File: src/rtl/pc_redirect_ctrl_pkg.sv
// Shared types and constants for the PC redirect controller and its helpers.
package pc_redirect_ctrl_pkg;

   typedef enum logic [1:0] {
      RUN   = 2'd0,
      PEND  = 2'd1,
      FLUSH = 2'd2
   } redirect_state_e;

   localparam logic [31:0] RESET_PC_DEFAULT     = 32'h0000_0000;
   localparam int          PC_INC               = 4;
   localparam int          FLUSH_CYCLES_DEFAULT = 2;

endpackage

File: src/rtl/pc_redirect_ctrl_redirect_counter.sv
// Saturating event counter; sticks at all-ones instead of wrapping.
module redirect_counter #(
   parameter int CNT_W = 16
) (
   input  logic             clk,
   input  logic             rst_n,
   input  logic             inc,
   output logic [CNT_W-1:0] count
);

   logic [CNT_W-1:0] count_q;
   logic [CNT_W-1:0] count_d;

   always_comb begin
      count_d = count_q;
      if (inc && !(&count_q)) begin
         count_d = count_q + CNT_W'(1);
      end
   end

   always_ff @(posedge clk or negedge rst_n) begin
      if (!rst_n) begin
         count_q <= '0;
      end else begin
         count_q <= count_d;
      end
   end

   assign count = count_q;

endmodule

File: src/rtl/pc_redirect_ctrl.sv
// Program counter owner: sequences EX-stage redirects, holds them across
// instruction-memory busy cycles and flushes the front end afterwards.
module pc_redirect_ctrl
   import pc_redirect_ctrl_pkg::*;
#(
   parameter int              XLEN         = 32,
   parameter logic [XLEN-1:0] RESET_PC     = XLEN'(RESET_PC_DEFAULT),
   parameter int              FLUSH_CYCLES = FLUSH_CYCLES_DEFAULT,
   parameter int              CNT_W        = 16
) (
   input  logic             CLK,
   input  logic             RESET_N,
   input  logic             redirect_valid,
   input  logic [XLEN-1:0]  redirect_target,
   input  logic             imem_busy,
   input  logic             hazard_stall,
   output logic [XLEN-1:0]  pc_out,
   output logic             stall_if,
   output logic             stall_id,
   output logic             flush_if_id,
   output logic             flush_id_ex,
   output logic             misalign_err,
   output logic [CNT_W-1:0] redirect_cnt
);

   redirect_state_e state_q, state_d;
   logic [XLEN-1:0] pc_q, pc_d;
   logic [XLEN-1:0] tgt_q, tgt_d;
   logic [2:0]      fcnt_q, fcnt_d;
   logic            flush_q, flush_d;
   logic            mis_q, mis_d;
   logic            apply;
   logic [XLEN-1:0] apply_tgt;

   always_comb begin
      state_d   = state_q;
      pc_d      = pc_q;
      tgt_d     = tgt_q;
      fcnt_d    = fcnt_q;
      flush_d   = flush_q;
      mis_d     = 1'b0;
      stall_if  = 1'b0;
      stall_id  = 1'b0;
      apply     = 1'b0;
      apply_tgt = tgt_q;

      unique case (state_q)
         RUN: begin
            if (redirect_valid) begin
               if (imem_busy) begin
                  stall_if = 1'b1;
                  tgt_d    = redirect_target;
                  state_d  = PEND;
               end else begin
                  apply     = 1'b1;
                  apply_tgt = redirect_target;
               end
            end else begin
               stall_if = imem_busy | hazard_stall;
               stall_id = hazard_stall;
               if (!(imem_busy | hazard_stall)) begin
                  pc_d = pc_q + XLEN'(PC_INC);
               end
            end
         end
         PEND: begin
            stall_if = 1'b1;
            if (!imem_busy) begin
               apply = 1'b1;
            end
         end
         FLUSH: begin
            // Wrong-path redirects and hazards are meaningless while squashing.
            stall_if = imem_busy;
            if (!imem_busy) begin
               pc_d = pc_q + XLEN'(PC_INC);
            end
            fcnt_d = fcnt_q - 3'd1;
            if (fcnt_q <= 3'd1) begin
               fcnt_d  = 3'd0;
               flush_d = 1'b0;
               state_d = RUN;
            end
         end
         default: begin
            state_d = RUN;
         end
      endcase

      if (apply) begin
         pc_d    = {apply_tgt[XLEN-1:2], 2'b00};
         mis_d   = |apply_tgt[1:0];
         fcnt_d  = 3'(FLUSH_CYCLES);
         flush_d = 1'b1;
         state_d = FLUSH;
      end
   end

   always_ff @(posedge CLK or negedge RESET_N) begin
      if (!RESET_N) begin
         state_q <= RUN;
         pc_q    <= RESET_PC;
         tgt_q   <= '0;
         fcnt_q  <= 3'd0;
         flush_q <= 1'b0;
         mis_q   <= 1'b0;
      end else begin
         state_q <= state_d;
         pc_q    <= pc_d;
         tgt_q   <= tgt_d;
         fcnt_q  <= fcnt_d;
         flush_q <= flush_d;
         mis_q   <= mis_d;
      end
   end

   redirect_counter #(
      .CNT_W (CNT_W)
   ) u_redirect_counter (
      .clk   (CLK),
      .rst_n (RESET_N),
      .inc   (apply),
      .count (redirect_cnt)
   );

   assign pc_out       = pc_q;
   assign flush_if_id  = flush_q;
   assign flush_id_ex  = flush_q;
   assign misalign_err = mis_q;

endmodule
File: config.mk
export PLATFORM = sky130hd
export DESIGN_NAME = pc_redirect_ctrl
export DESIGN_NICKNAME = d
export VERILOG_FILES = /design/src/rtl/pc_redirect_ctrl_pkg.sv /design/src/rtl/pc_redirect_ctrl_redirect_counter.sv /design/src/rtl/pc_redirect_ctrl.sv
export SDC_FILE = /design/constraint.sdc
export NUM_CORES = 1
export LEC_CHECK = 0
export BUFFER_PORTS_ARGS = -buffer_cell sky130_fd_sc_hd__buf_2
export CAP_MARGIN = 25
export CORE_MARGIN = 3
export CORE_UTILIZATION = 56
export CTS_CLUSTER_SIZE = 28
export DETAILED_ROUTE_END_ITERATION = 12
export GPL_TIMING_DRIVEN = 0
export PLACE_DENSITY = 0.81
export SLEW_MARGIN = 5
export SYNTH_ARGS = -nofsm -noshare
export SYNTH_HDL_FRONTEND = slang
export SYNTH_HIERARCHICAL = 1
export SYNTH_SLANG_ARGS = --single-unit
File: constraint.sdc
create_clock -name CLK -period 2.7 [get_ports CLK]
set_input_delay 0.135 -clock CLK [delete_from_list [all_inputs] [get_ports CLK]]
set_output_delay 0.135 -clock CLK [all_outputs]
set_load 0.02 [all_outputs]
Yosys cells after proc, flatten, opt, wreduce, memory -nomap -nowiden
Cells that the tools add are included.

Register bits after elaboration: 87. Logic and storage cells: 61.

Add/sub/neg operators: 3. Order comparisons: 1. Eq/ne operators: 9. Mux-type cells: 28. Bitwise logic cells: 1. Reductions and logical operators: 12.

Operator list (count): $mux 32 (7); $pmux 32 s2 (1); $add 32x3->32 const B (1); $ne 3x2->1 const B (6); $add 16x1->16 const B (1); $reduce_and 16->1 (1); $mux 1 (10); $mux 3 (3); $mux 2 (4); $reduce_and 4->1 (2); $pmux 2 s3 (1); $reduce_bool 2->1 (2); $le 3x1->1 const B (1); $pmux 1 s3 (1); $reduce_and 3->1 (1); $reduce_bool 3->1 (1); $sub 3x1->3 const B (1); $eq 2x1->1 const B (1); $eq 2x2->1 const B (1); $logic_not 2->1 (1); $ne 2x1->1 const B (1); $pmux 1 s2 (1); $reduce_and 2->1 (1); $reduce_or 2->1 (1); 3 further kinds (3).

Depth between registers and ports, before layout
Depth in word-level cells: 5. Mapped depth: 9.

Cells and area by module
The synthesis kept the hierarchy.

Modules (own cells, without submodules): pc_redirect_ctrl (instances 1, cells an instance 407, area an instance 3774.9 um2, sequential area each 1726.7 um2); redirect_counter (instances 1, cells an instance 75, area an instance 840.8 um2, sequential area each 400.4 um2).

Worst setup path before layout
OpenSTA, ideal clock, no wires.

Path type: register -> register. Start: register state_q[1]. End: register u_redirect_counter.count_q[15] (netlist: u_redirect_counter/count[15]). Setup time: 0.080 ns. Arrival: 2.162 ns. Setup slack: 0.458 ns. Stages on the path, launching flop included: 10. Path buffers: 2. Period minus slack after synthesis: 2.242 ns. Cell sequence: dfrtp_1 -> buf_2 -> nor2_1 -> o21ai_2 -> inv_2 -> buf_2 -> and3_2 -> nand3_1 -> nor4_2 -> xor2_1.

Word-level cells in the longest chain between the ends: 3. Elaborated cells between the ends (all ways): 4.

RTL lines: start, declared (RTL line pc_redirect_ctrl.sv:26) `redirect_state_e state_q, state_d;`; start signal, assigned (RTL line pc_redirect_ctrl.sv:108) `state_q <= state_d;`; $eq 2x1->1 or $logic_not 2->1 (tied branches) (RTL line pc_redirect_ctrl.sv:47) `unique case (state_q)`; $pmux 1 s2 * (RTL line pc_redirect_ctrl.sv:47); net apply (RTL line pc_redirect_ctrl.sv:32) `logic apply;`; $logic_and 1x1->1 * (RTL line pc_redirect_ctrl_redirect_counter.sv:16) `if (inc && !(&count_q)) begin`; end signal, assigned (RTL line pc_redirect_ctrl_redirect_counter.sv:25) `count_q <= count_d;`; end, declared (RTL line pc_redirect_ctrl_redirect_counter.sv:11) `logic [CNT_W-1:0] count_q;`.

The timed path passes the listed nets; every way through them passes the cells marked *. A chain may end at the register's enable or synchronous reset.

Worst setup path after layout
Start: register state_q[1]. End: register u_redirect_counter.count_q[9] (netlist: u_redirect_counter/count[9]).

Same word-level chain as after synthesis.

==> flow_metrics.env <==
export IMPL_grt_antenna_before_repair=0
export IMPL_coreArea_mm2=0.00785
export IMPL_final_area_mm2=0.00541
export IMPL_arrival_ns=2.84
export IMPL_vias=4245
export IMPL_cap_viol_max_count=0
export IMPL_power_density_mw_per_mm2=985
export IMPL_fin_util_pct=68.9
export IMPL_start_kind="flop"
export IMPL_synthFlopType="dfrtp_1"
export IMPL_initial_core_util_pct=58.8
export IMPL_critPathSlowestCell="dfrtp_1"
export IMPL_pwr_share_seq_pct=43.0
export IMPL_drv_slew=0
export IMPL_fin_skew_ns=0.00991
export IMPL_setup_viol=0
export IMPL_synth_seq_cells=85
export IMPL_critPathCaptureType="flop"
export IMPL_slowest_delay_ns=0.39
export IMPL_ff_latch_area_mm2=0.00213
export IMPL_critPathMaxFanout=16
export IMPL_switchingPower_w=0.00225
export IMPL_ant_nets=0
export IMPL_num_rows=32
export IMPL_cts_root_buf="clkbuf_8"
export IMPL_routed_wirelength_um=12500
export IMPL_crit_required_ns=2.99
export IMPL_min_path_cells=2
export IMPL_gp_congestion=0.880
export IMPL_post_cts_buffers=0
export IMPL_cts_tree="done"
export IMPL_clkSinkCount=85
export IMPL_slew_headroom_pct=56.3
export IMPL_ys_types=63
export IMPL_setup_tns_ns=0
export IMPL_pwr_share_comb_pct=40.4
export IMPL_post_dp_cell_area_mm2=0.00521
export IMPL_port_buffer_count=87
export IMPL_drt_pass1_iterations=5
export IMPL_grt_max_degree=51
export IMPL_dp_slack_ns=-0.0854
export IMPL_post_drt_via_cell_ratio=6.16
export IMPL_reg2reg_depth=9
export IMPL_grt_pass1_vias=4249
export IMPL_path_cells="buf_2 > nor2_4 > o21ai_2 > inv_2 > buf_2 > and3_2 > nand3_1 > nor3_1 > xor2_1"
export IMPL_rsz0062_at_grt="no"
export IMPL_min_period_ns=2.55
export IMPL_p_leak_nw=2.44
export IMPL_path_common_cell="buf_2"
export IMPL_p_clk_share_pct=16.6
export IMPL_cts_buffer_depth=2
export IMPL_synth_area_per_cell_um2=9.58
export IMPL_synth_seq_area_share_pct=46.1
export IMPL_status="finished clean"
export IMPL_post_route_period_util_pct=94.5
export IMPL_path_clk_slew_ns=0.08
export IMPL_tightest_slew_ns=0.649
export IMPL_post_drt_wl_per_cell_um=18.1
export IMPL_die_width_um=96.8
export IMPL_dpl_hpwl_um=8950
export IMPL_num_nets_final=623
export IMPL_async_reset_ff_share_pct=100
export IMPL_multiInputGateArea_mm2=0.00231
export IMPL_drive_above_1_share_pct=29.5
export IMPL_post_route_drc_count=0
export IMPL_antennaDiodeCount=0
export IMPL_cts_buffers=9
export IMPL_syn_area_mm2=0.00462
export IMPL_crit_type="flop to flop"
export IMPL_power_w=0.00533
export IMPL_cts_max_level=3
export IMPL_hp_class="primary input to flop"
export IMPL_switching_share_pct=42.2
export IMPL_hold_viol=0
export IMPL_die_h_um=96.8
export IMPL_intPower_w=0.00308
export IMPL_setup_slack_ns=0.149
export IMPL_grt_pass1_wl_um=20700
export IMPL_clk_latency_ns=0.36
export IMPL_synth_edff_count=0
export IMPL_track_usage_pct=27.0
export IMPL_yosysWarnings=6
export IMPL_synth_cells=482
export IMPL_peakVddDrop_uv=572
export IMPL_fmaxAchievable_ghz=0.392
export IMPL_drt_iter0_drc=308
export IMPL_area_growth_syn_to_layout_pct=17.2
export IMPL_die_area_mm2=0.00937
export IMPL_grt_ovfl_total=0
export IMPL_fillers=665
export IMPL_num_io_pins=90
==> layer usage <==
metal / global-route usage (%) / part of all wire [%]
met1: 34.5 / 42
met2: 44.2 / 49
met3: 5.91 / 5.9
met4: 11.8 / 3.4
met5: 0 / 0
==> critical path, delay by kind of cell (launching register included) <==
kind	cells	cell delay, ns
AO/OA/AOI/OAI	1	0.17
XOR/XNOR	1	0.16
buffers and inverters	3	0.75
flip-flops	1	0.39
AND/OR/NAND/NOR	4	1.01
==> logic make-up after synthesis <==
kind of cell | Yosys count | synth area share, %
and+or+nand+nor | 194 | 22.1
AOI/OAI and AO/OA | 109 | 15.3
DFF | 85 | 46.1
buffers and inverters | 40 | 4.07
muxes | 39 | 9.43
xor gates and xnor gates | 11 | 2.09
adders and majority gates | 3 | 0.813
other | 1 | 0.0812
==> cell usage after synthesis, types with 3 or more instances <==
| cell | number | area share (%) |
|---|---|---|
| dfrtp_1 | 85 | 46 |
| nand2_1 | 66 | 5.4 |
| a21oi_1 | 37 | 4.0 |
| mux2_2 | 35 | 8.5 |
| nand3_1 | 31 | 3.4 |
| nor2_1 | 27 | 2.2 |
| o21ai_0 | 24 | 2.6 |
| nor3_1 | 16 | 1.7 |
| buf_2 | 14 | 1.5 |
| nand4_1 | 12 | 1.6 |
| inv_1 | 11 | 0.89 |
| clkbuf_1 | 9 | 0.73 |
| o22ai_1 | 8 | 1.1 |
| xor2_1 | 8 | 1.5 |
| and3_1 | 7 | 0.95 |
| o211ai_1 | 6 | 0.98 |
| a311oi_1 | 4 | 0.76 |
| and4_1 | 4 | 0.76 |
| nor4_1 | 4 | 0.54 |
| o22a_1 | 4 | 0.76 |
| o311ai_1 | 4 | 0.76 |
| buf_4 | 3 | 0.49 |
| ha_1 | 3 | 0.81 |
| mux2i_1 | 3 | 0.65 |
| nand2b_1 | 3 | 0.41 |
| nor4_2 | 3 | 0.81 |
| or4_1 | 3 | 0.49 |
| xnor2_1 | 3 | 0.57 |
==> power groups by stage <==
stage               combinational [W]  sequential (W)  clock [W]
global placement              0.00206         0.00226          0
finish                        0.00215         0.00229   0.000883
global route                  0.00237         0.00237   0.000943
CTS                           0.00215         0.00228   0.000888
detailed placement            0.00214         0.00230          0
floorplan                     0.00121         0.00248          0
==> state kept, by name, summed over array words and instances (netlist names) <==
signal,cells
u_redirect_counter/count,16
flush_id_ex,1
misalign_err,1
pc_out,30
state_q,2
tgt_q,32
fcnt_q,3
==> area by class of cell <==
| type | instances | share of cell area [%] |
|---|---|---|
| Clock inverter | 5 | 0.971 |
| Multi-Input combinational cell | 358 | 42.7 |
| Sequential cell | 85 | 39.3 |
| Tap cell | 102 | 2.36 |
| Clock buffer | 10 | 2.36 |
| Timing Repair Buffer | 89 | 8.79 |
| Inverter | 12 | 0.833 |
| Buffer | 28 | 2.64 |
==> cells in the final DEF (no fill, tap or decap), types with 3 or more instances in the layout <==
master,count
o311ai_1,4
ha_1,3
nand2_1,66
o22a_1,4
and4_1,4
and3_1,7
clkbuf_1,10
clkbuf_8,9
a21oi_1,37
nand3_1,31
nor4_1,4
inv_1,11
nand2b_1,3
buf_2,100
xor2_1,8
o211ai_1,6
dfrtp_1,85
o22ai_1,8
buf_4,4
mux2i_1,3
clkinv_2,3
xnor2_1,3
a311oi_1,4
or4_1,3
nor4_2,3
nor2_1,26
mux2_2,35
nor3_1,16
o21ai_0,24
nand4_1,12
==> stage by stage <==
step,hold slack [ns],instances
final,0.00826,689
after global routing,0.0103,689
after CTS,0.00437,689
after detailed placement,0.139,673
after global placement,0.373,672
after floorplan,-0.161,483
==> final timing paths <==
check | from | to | slack [ns]
hold reg to reg | tgt_q[24] | tgt_q[24] | 0.51
setup / recovery | state_q[1] | u_redirect_counter/count[9] | 0.15
hold / removal | redirect_target[24] | tgt_q[24] | 0.008
min in group asynchronous | RESET_N | tgt_q[12] | 0.30
max in group asynchronous | RESET_N | tgt_q[27] | 1.78
setup reg to reg | state_q[1] | u_redirect_counter/count[9] | 0.15
==> what timing repair did <==
action	4_1_cts	5_1_grt
gates cloned	0	0
setup endpoints to repair	6	6
gates resized for setup	1	1
hold buffers	1	0
endpoints found under the hold margin	35	0
(Power assumes the default switching activity.)
